--- config.mk ---
export PLATFORM = sky130hd
export DESIGN_NAME = mem_port_arbiter
export DESIGN_NICKNAME = d
export VERILOG_FILES = /design/src/rtl/mem_port_arbiter.sv
export SDC_FILE = /design/constraint.sdc
export NUM_CORES = 1
export LEC_CHECK = 0
export CORE_ASPECT_RATIO = 1.1
export CORE_MARGIN = 4
export CORE_UTILIZATION = 35
export DETAILED_ROUTE_END_ITERATION = 12
export DONT_BUFFER_PORTS = 1
export PLACE_DENSITY = 0.53
export SLEW_MARGIN = 20
export SYNTH_ARGS = -nofsm -noshare
export SYNTH_HDL_FRONTEND = slang
export SYNTH_SLANG_ARGS = --single-unit
--- constraint.sdc ---
create_clock -name clk -period 10 [get_ports clk]
set_input_delay 1.5 -clock clk [delete_from_list [all_inputs] [get_ports clk]]
set_output_delay 1.5 -clock clk [all_outputs]
set_load 0.03 [all_outputs]
--- src/rtl/mem_port_arbiter.sv ---
// Shares one single-port memory between instruction fetch (IF) and data access (MEM).
// Latency: grant on the edge after a request, completion on the mem_ready edge, one RESP cycle; minimum 3 cycles per access.
// Backpressure: mem_ready stretches BUSY indefinitely; stall_if/stall_mem hold each stage until its valid pulse.
//
// Ports:
//   clk, rst                                 clock, async active-high reset
//   if_req/if_addr -> if_rdata/if_valid      fetch requester
//   d_req/d_we/d_addr/d_wdata -> d_rdata/d_valid   data requester
//   stall_if, stall_mem                      combinational pipeline stalls
//   mem_req/mem_we/mem_addr/mem_wdata, mem_ready/mem_rdata   memory side
module mem_port_arbiter #(
    parameter int ADDR_WIDTH   = 32,
    parameter int DATA_WIDTH   = 32,
    parameter int STARVE_LIMIT = 4
) (
    input  logic                  clk,
    input  logic                  rst,
    input  logic                  if_req,
    input  logic [ADDR_WIDTH-1:0] if_addr,
    output logic [DATA_WIDTH-1:0] if_rdata,
    output logic                  if_valid,
    input  logic                  d_req,
    input  logic                  d_we,
    input  logic [ADDR_WIDTH-1:0] d_addr,
    input  logic [DATA_WIDTH-1:0] d_wdata,
    output logic [DATA_WIDTH-1:0] d_rdata,
    output logic                  d_valid,
    output logic                  stall_if,
    output logic                  stall_mem,
    output logic                  mem_req,
    output logic                  mem_we,
    output logic [ADDR_WIDTH-1:0] mem_addr,
    output logic [DATA_WIDTH-1:0] mem_wdata,
    input  logic                  mem_ready,
    input  logic [DATA_WIDTH-1:0] mem_rdata
);

    typedef enum logic [1:0] {
        IDLE = 2'd0,
        BUSY = 2'd1,
        RESP = 2'd2
    } state_t;

    localparam logic [3:0] LIMIT = 4'(STARVE_LIMIT);

    state_t     state;
    state_t     state_nxt;
    logic [3:0] starve_cnt;
    logic       grant_is_data;
    logic       any_req;
    logic       pick_data;

    assign any_req = if_req | d_req;
    // Data has priority unless fetch has already lost LIMIT times in a row.
    assign pick_data = d_req & ~(if_req & (starve_cnt == LIMIT));

    // State register
    always_ff @(posedge clk or posedge rst) begin
        if (rst) begin
            state <= IDLE;
        end else begin
            state <= state_nxt;
        end
    end

    // Next-state logic
    always_comb begin
        state_nxt = state;
        case (state)
            IDLE:    if (any_req) state_nxt = BUSY;
            BUSY:    if (mem_ready) state_nxt = RESP;
            RESP:    state_nxt = IDLE;
            default: state_nxt = IDLE;
        endcase
    end

    // Registered outputs and datapath
    always_ff @(posedge clk or posedge rst) begin
        if (rst) begin
            mem_req       <= 1'b0;
            mem_we        <= 1'b0;
            mem_addr      <= '0;
            mem_wdata     <= '0;
            if_valid      <= 1'b0;
            d_valid       <= 1'b0;
            if_rdata      <= '0;
            d_rdata       <= '0;
            grant_is_data <= 1'b0;
            starve_cnt    <= '0;
        end else begin
            case (state)
                IDLE: begin
                    if (any_req) begin
                        mem_req       <= 1'b1;
                        grant_is_data <= pick_data;
                        if (pick_data) begin
                            mem_we    <= d_we;
                            mem_addr  <= d_addr;
                            mem_wdata <= d_wdata;
                            // Only a data win over a waiting fetch counts toward starvation.
                            if (if_req) begin
                                starve_cnt <= (starve_cnt == LIMIT) ? LIMIT : starve_cnt + 4'd1;
                            end else begin
                                starve_cnt <= '0;
                            end
                        end else begin
                            mem_we     <= 1'b0;
                            mem_addr   <= if_addr;
                            mem_wdata  <= '0;
                            starve_cnt <= '0;
                        end
                    end
                end
                BUSY: begin
                    if (mem_ready) begin
                        mem_req <= 1'b0;
                        mem_we  <= 1'b0;
                        if (grant_is_data) begin
                            d_rdata <= mem_rdata;
                            d_valid <= 1'b1;
                        end else begin
                            if_rdata <= mem_rdata;
                            if_valid <= 1'b1;
                        end
                    end
                end
                RESP: begin
                    if_valid <= 1'b0;
                    d_valid  <= 1'b0;
                end
                default: begin
                    mem_req  <= 1'b0;
                    mem_we   <= 1'b0;
                    if_valid <= 1'b0;
                    d_valid  <= 1'b0;
                end
            endcase
        end
    end

    // Combinational outputs
    always_comb begin
        stall_if  = if_req & ~if_valid;
        stall_mem = d_req & ~d_valid;
    end

endmodule

Yosys cells after proc, flatten, opt, wreduce, memory -nomap -nowiden
Index checks and enable logic that the tools add are counted.
{ "op_classes": {"reduce_logical": 8, "n_addsub": 1, "n_bitwise": 11, "n_eq_ne": 7, "n_mux": 20} }
{ "op_table": {"columns": ["operator", "count"], "rows": [
  ["32-bit 2-to-1 mux", 2],
  ["3-bit AND reduction", 5],
  ["4-bit 2-to-1 mux", 3],
  ["1-bit 2-to-1 mux", 8],
  ["2-bit inequality test (second input constant)", 4],
  ["1-bit inverter", 6],
  ["1-bit case mux with 3 select lines", 2],
  ["4-bit by 1-bit adder with 4-bit output (second input constant)", 1],
  ["1-bit AND", 4],
  ["4-bit by 3-bit equality test with 1-bit output (second input constant)", 1],
  ["2-bit 2-to-1 mux", 2],
  ["1-bit case mux with 2 select lines", 2],
  ["2-bit case mux with 2 select lines", 1],
  ["2-bit AND reduction", 2],
  ["2-bit by 1-bit equality test with 1-bit output (second input constant)", 1],
  ["2-bit equality test (second input constant)", 1],
  ["2-bit logical NOT", 1],
  ["1-bit bitwise OR", 1]
]} }
{ "totals": {"reg_bits": 139, "inputBits": 134, "out_inout_bits": 134} }

Longest topological paths before layout
{ "depth": {"word_depth": 7, "mapped_depth": 7, "depth_no_buf": 5} }

Least setup slack after synthesis
OpenSTA, ideal clock, no wires.
{ "synth_path": {"kind": "in2out", "startpoint": "input d_req", "endpoint": "output stall_mem", "arrival_time_ns": 2.129, "slack_ns": 6.371, "stages": 2, "n_path_buf": 1, "cell_sequence": "buf_2 -> nor2b_1"} }
{ "synth_between": {"elab_chain_len": 1} }
{ "synth_rtl": {"columns": ["item", "line", "text"], "rows": [
  ["start: declaration", "22", "input logic d_req,"],
  ["1-bit AND", "144", "stall_mem = d_req & ~d_valid;"],
  ["end: declaration", "29", "output logic stall_mem,"]
]} }
No other way between the ends.

Worst setup path after layout
Same ends and word-level chain as after synthesis.

==> qor.csv <==
metric,value,unit
run status,"finished, final reports clean",
share of total power in the clock network,21.3,%
arrival time of the worst setup path,2.00,ns
hold violation count in the final report,0,
buffer count from post-CTS setup fixing,0,
"Seq/Total Area, Yosys",58.1,%
Slew Limit Headroom,34.7,%
met3 usage in global routing,6.75,%
TritonCTS clock tree,built,
total nets after synthesis,585,
Final Cycle Share,35.0,%
port buffer count,0,
iteration count of the initial detailed-routing pass,4,
area added between synthesis and finish,10.2,%
mapped cell area,5980,um^2
synth warn,0,
H-tree levels,4,
worst IR drop on VDD,0.141,mV
clk slew on worst S/H paths,0.06,ns
Inserted Clock Buffers,17,
post-cts resize count,0,
worst hold path endpoint,starve_cnt[3]$_DFFE_PP0P_,
"setup slack, reg-to-reg",7.18,ns
combined global-route utilization of all metal layers,14.7,%
Setup TNS Final,0,ns
number of clock sinks,139,
global-route wire length before repair,22600,um
number of storage elements in the synthesis netlist,139,
total length of routed wires,14200,um
part of the power in combinational logic,21.2,%
Worst Hold Class,flop to flop,
via total after detailed routing,3688,
area of the core,16600,um^2
number of nets with antenna violations after detailed routing,0,
beginning of the worst hold path,starve_cnt[3]$_DFFE_PP0P_,
chip width,133,um
startpoint of the most critical register-to-register path,starve_cnt[0]$_DFFE_PP0P_,
met2 demand-to-capacity share in global routing,23.5,%
Initial Util,36.1,%
most crowded layer after global routing,met2,
vias in the first global route,3833,
largest net degree at the start of global routing,82,
switching power as a share of total power,46.3,%
Final Skew,0.00775,ns
chip height,145,um
Iter 0 DRT Violations,210,
worst hold path cell count,1,
power share of the sequential group,57.5,%
clock latency of the later-clocked register in the worst-skew pair,0.41,ns
antenna violations before repair,0,
mean cell area of the mapped netlist,13.3,um^2
final HPWL from detailed placement,9780,um
Final setup viols,0,
top-level I/O count,268,
post-DR vias/cell,5.67,
Max-cap violations,0,
Rows,49,
switching power,0.00129,W
Remaining DRCs,0,
number of buffers on the longest clock path,2,
Post-Route Utilization,39.8,%
top fanout value on the critical path,39,
root cell of the clock tree,sky130_fd_sc_hd__clkbuf_16,
endpoint kind of the worst setup timing path,output port,
delay of the slowest cell on the worst path,0.49,ns
Final Net Count,569,
leakage power total,2.82,nW
timing-limited maximum frequency,285,MHz
cell with the largest stage delay on the worst path,sky130_fd_sc_hd__nor2b_1,
slew of the pin with the lowest slew margin,0.976,ns
Post-CTS Hold Fix Bufs,0,
number of pins exceeding their max-slew limit in the final report,0,
unrepaired setup endpoints after global routing,no,
gr ovfl total,0,
Gate Count Post-Synth,449,
count of antenna diodes in the layout,0,
largest delay contributor family on the critical path,simple AND/OR/NAND/NOR gates,
worst r2r path cells,6,
crit-path cells,nor2b_1,
Worst R2R End,mem_addr[29]$_DFFE_PP0P_,
Worst Path Buf+Inv,0,
count of cell types in the netlist,36,
kind of start point of the critical path,input port,
RePlAce Congestion,0.729,
final routed wire length divided by cell count,21.9,um
proportion of layout cells with a drive suffix above 1,30.3,%
crit path time final,3.50,ns
met1 GRT Util,17.4,%
die footprint,19200,um^2
power density relative to cell area,423,nW/um^2
data required time at the worst endpoint,8.50,ns
internal power consumption,0.00150,W
"Worst Path Class, Setup",input port to output port,
per-layer routing:
layer  part of all wire (%)  wire length, um  vias to the layer above
met5                      0                0                        -
met4                    2.5              353                        0
met3                    9.9             1410                       23
met2                     50             7110                      185
met1                     38             5340                     1859
li1                       -                -                     1621
metrics by stage:
stage	total power, W	area [um^2]	worst slack (ns)	std cells	hold slack, ns
after detailed placement	0.00223	6020	6.21	618	0.544
after global routing	0.00294	6590	6.50	650	0.577
after global placement	0.00220	6020	6.30	618	0.525
final	0.00279	6590	6.50	650	0.554
after floorplan	0.00209	5980	4.78	449	0.502
after CTS	0.00283	6590	6.50	650	0.557
cell families (layout without fill, tap and decap cells):
logic type	Yosys count	in the layout	share of synthesized area [%]
DFF	139	139	58.1
muxes	65	65	12.2
buffers and inverters	77	74	6.80
and+or+nand+nor	91	91	8.72
adders and majority gates	2	2	0.418
AOI/OAI and AO/OA	75	75	13.7
cells in the mapped netlist:
master / number / area [um^2]
sky130_fd_sc_hd__o221ai_2: 28 / 420
sky130_fd_sc_hd__nand3_1: 32 / 160
sky130_fd_sc_hd__o21ai_1: 1 / 5.00
sky130_fd_sc_hd__clkbuf_1: 13 / 48.8
sky130_fd_sc_hd__nor2b_1: 3 / 18.8
sky130_fd_sc_hd__dfrtp_1: 139 / 3480
sky130_fd_sc_hd__ha_1: 2 / 25.0
sky130_fd_sc_hd__nor2_2: 1 / 6.26
sky130_fd_sc_hd__and3b_1: 1 / 8.76
sky130_fd_sc_hd__buf_6: 12 / 135
sky130_fd_sc_hd__mux2_1: 3 / 33.8
sky130_fd_sc_hd__nand2_2: 2 / 12.5
sky130_fd_sc_hd__o22ai_1: 1 / 6.26
sky130_fd_sc_hd__buf_2: 10 / 50.1
sky130_fd_sc_hd__nand4b_2: 1 / 15.0
sky130_fd_sc_hd__and2_1: 2 / 12.5
sky130_fd_sc_hd__or2_1: 1 / 6.26
sky130_fd_sc_hd__nor4b_1: 1 / 8.76
sky130_fd_sc_hd__nand2_1: 7 / 26.3
sky130_fd_sc_hd__o21ai_0: 1 / 5.00
sky130_fd_sc_hd__o2111a_1: 1 / 11.3
sky130_fd_sc_hd__nor2_1: 3 / 11.3
sky130_fd_sc_hd__nor3_2: 1 / 10.0
sky130_fd_sc_hd__inv_1: 37 / 139
sky130_fd_sc_hd__nand4_1: 33 / 206
sky130_fd_sc_hd__o21ba_2: 1 / 10.0
sky130_fd_sc_hd__a31oi_1: 2 / 12.5
sky130_fd_sc_hd__a21o_1: 1 / 7.51
sky130_fd_sc_hd__buf_1: 1 / 3.75
sky130_fd_sc_hd__mux2_2: 62 / 698
sky130_fd_sc_hd__o211ai_1: 1 / 7.51
sky130_fd_sc_hd__buf_4: 4 / 30.0
sky130_fd_sc_hd__a22o_1: 34 / 298
sky130_fd_sc_hd__and3_1: 2 / 12.5
sky130_fd_sc_hd__nand2b_1: 1 / 6.26
sky130_fd_sc_hd__o221ai_1: 4 / 35.0
final cells by class:
class                   instances  area, um^2
fillers                      1521        9960
flip-flops and latches        139        3480
multi-input cells             233        2110
clock buffers                  21         470
well taps                     204         255
inverters                      37         144
clock inverters                11        93.8
repair buffers                  5        37.5
power groups by stage:
stage / Combinational, W / Sequential, W / Clock, W
after floorplan: 0.000563 / 0.00153 / 0
after global placement: 0.000575 / 0.00162 / 0
after detailed placement: 0.000608 / 0.00162 / 0
after CTS: 0.000604 / 0.00161 / 0.000616
after global routing: 0.000666 / 0.00164 / 0.000640
final: 0.000591 / 0.00160 / 0.000592
flip-flops by register name, indices dropped and copies added, names as in the netlist, 2 cells and up:
signal,count
starve_cnt,4
mem_addr,32
d_rdata,32
state,2
if_rdata,32
mem_wdata,32
worst max-delay path by stage:
stage,slack (ns),cells past startpoint,from,endpoint
2_1_floorplan,4.78,1,rst,d_rdata[0]$_DFFE_PP0P_
3_3_place_gp,6.30,3,if_req,mem_wdata[13]$_DFFE_PP0P_
3_5_place_dp,6.21,3,if_req,mem_wdata[8]$_DFFE_PP0P_
4_1_cts,6.50,1,if_req,stall_if
5_1_grt,6.50,1,if_req,stall_if
6_report,6.50,1,d_req,stall_mem
cells in the final DEF, fill, tap and decap left out, types with 2 or more instances in the layout:
master and instances:
sky130_fd_sc_hd__a22o_1 34, sky130_fd_sc_hd__a31oi_1 2, sky130_fd_sc_hd__buf_4 5, sky130_fd_sc_hd__clkbuf_16 17
sky130_fd_sc_hd__clkbuf_8 3, sky130_fd_sc_hd__clkinv_2 5, sky130_fd_sc_hd__clkinvlp_4 4, sky130_fd_sc_hd__dfrtp_1 139
sky130_fd_sc_hd__ha_1 2, sky130_fd_sc_hd__inv_1 36, sky130_fd_sc_hd__inv_6 2, sky130_fd_sc_hd__mux2_1 3
sky130_fd_sc_hd__mux2_2 62, sky130_fd_sc_hd__nand2_1 7, sky130_fd_sc_hd__nand2_2 2, sky130_fd_sc_hd__nand3_1 32
sky130_fd_sc_hd__nand4_1 33, sky130_fd_sc_hd__nor2_1 3, sky130_fd_sc_hd__nor2b_1 3, sky130_fd_sc_hd__o221ai_1 4
sky130_fd_sc_hd__o221ai_2 28
(Power assumes the default switching activity.)
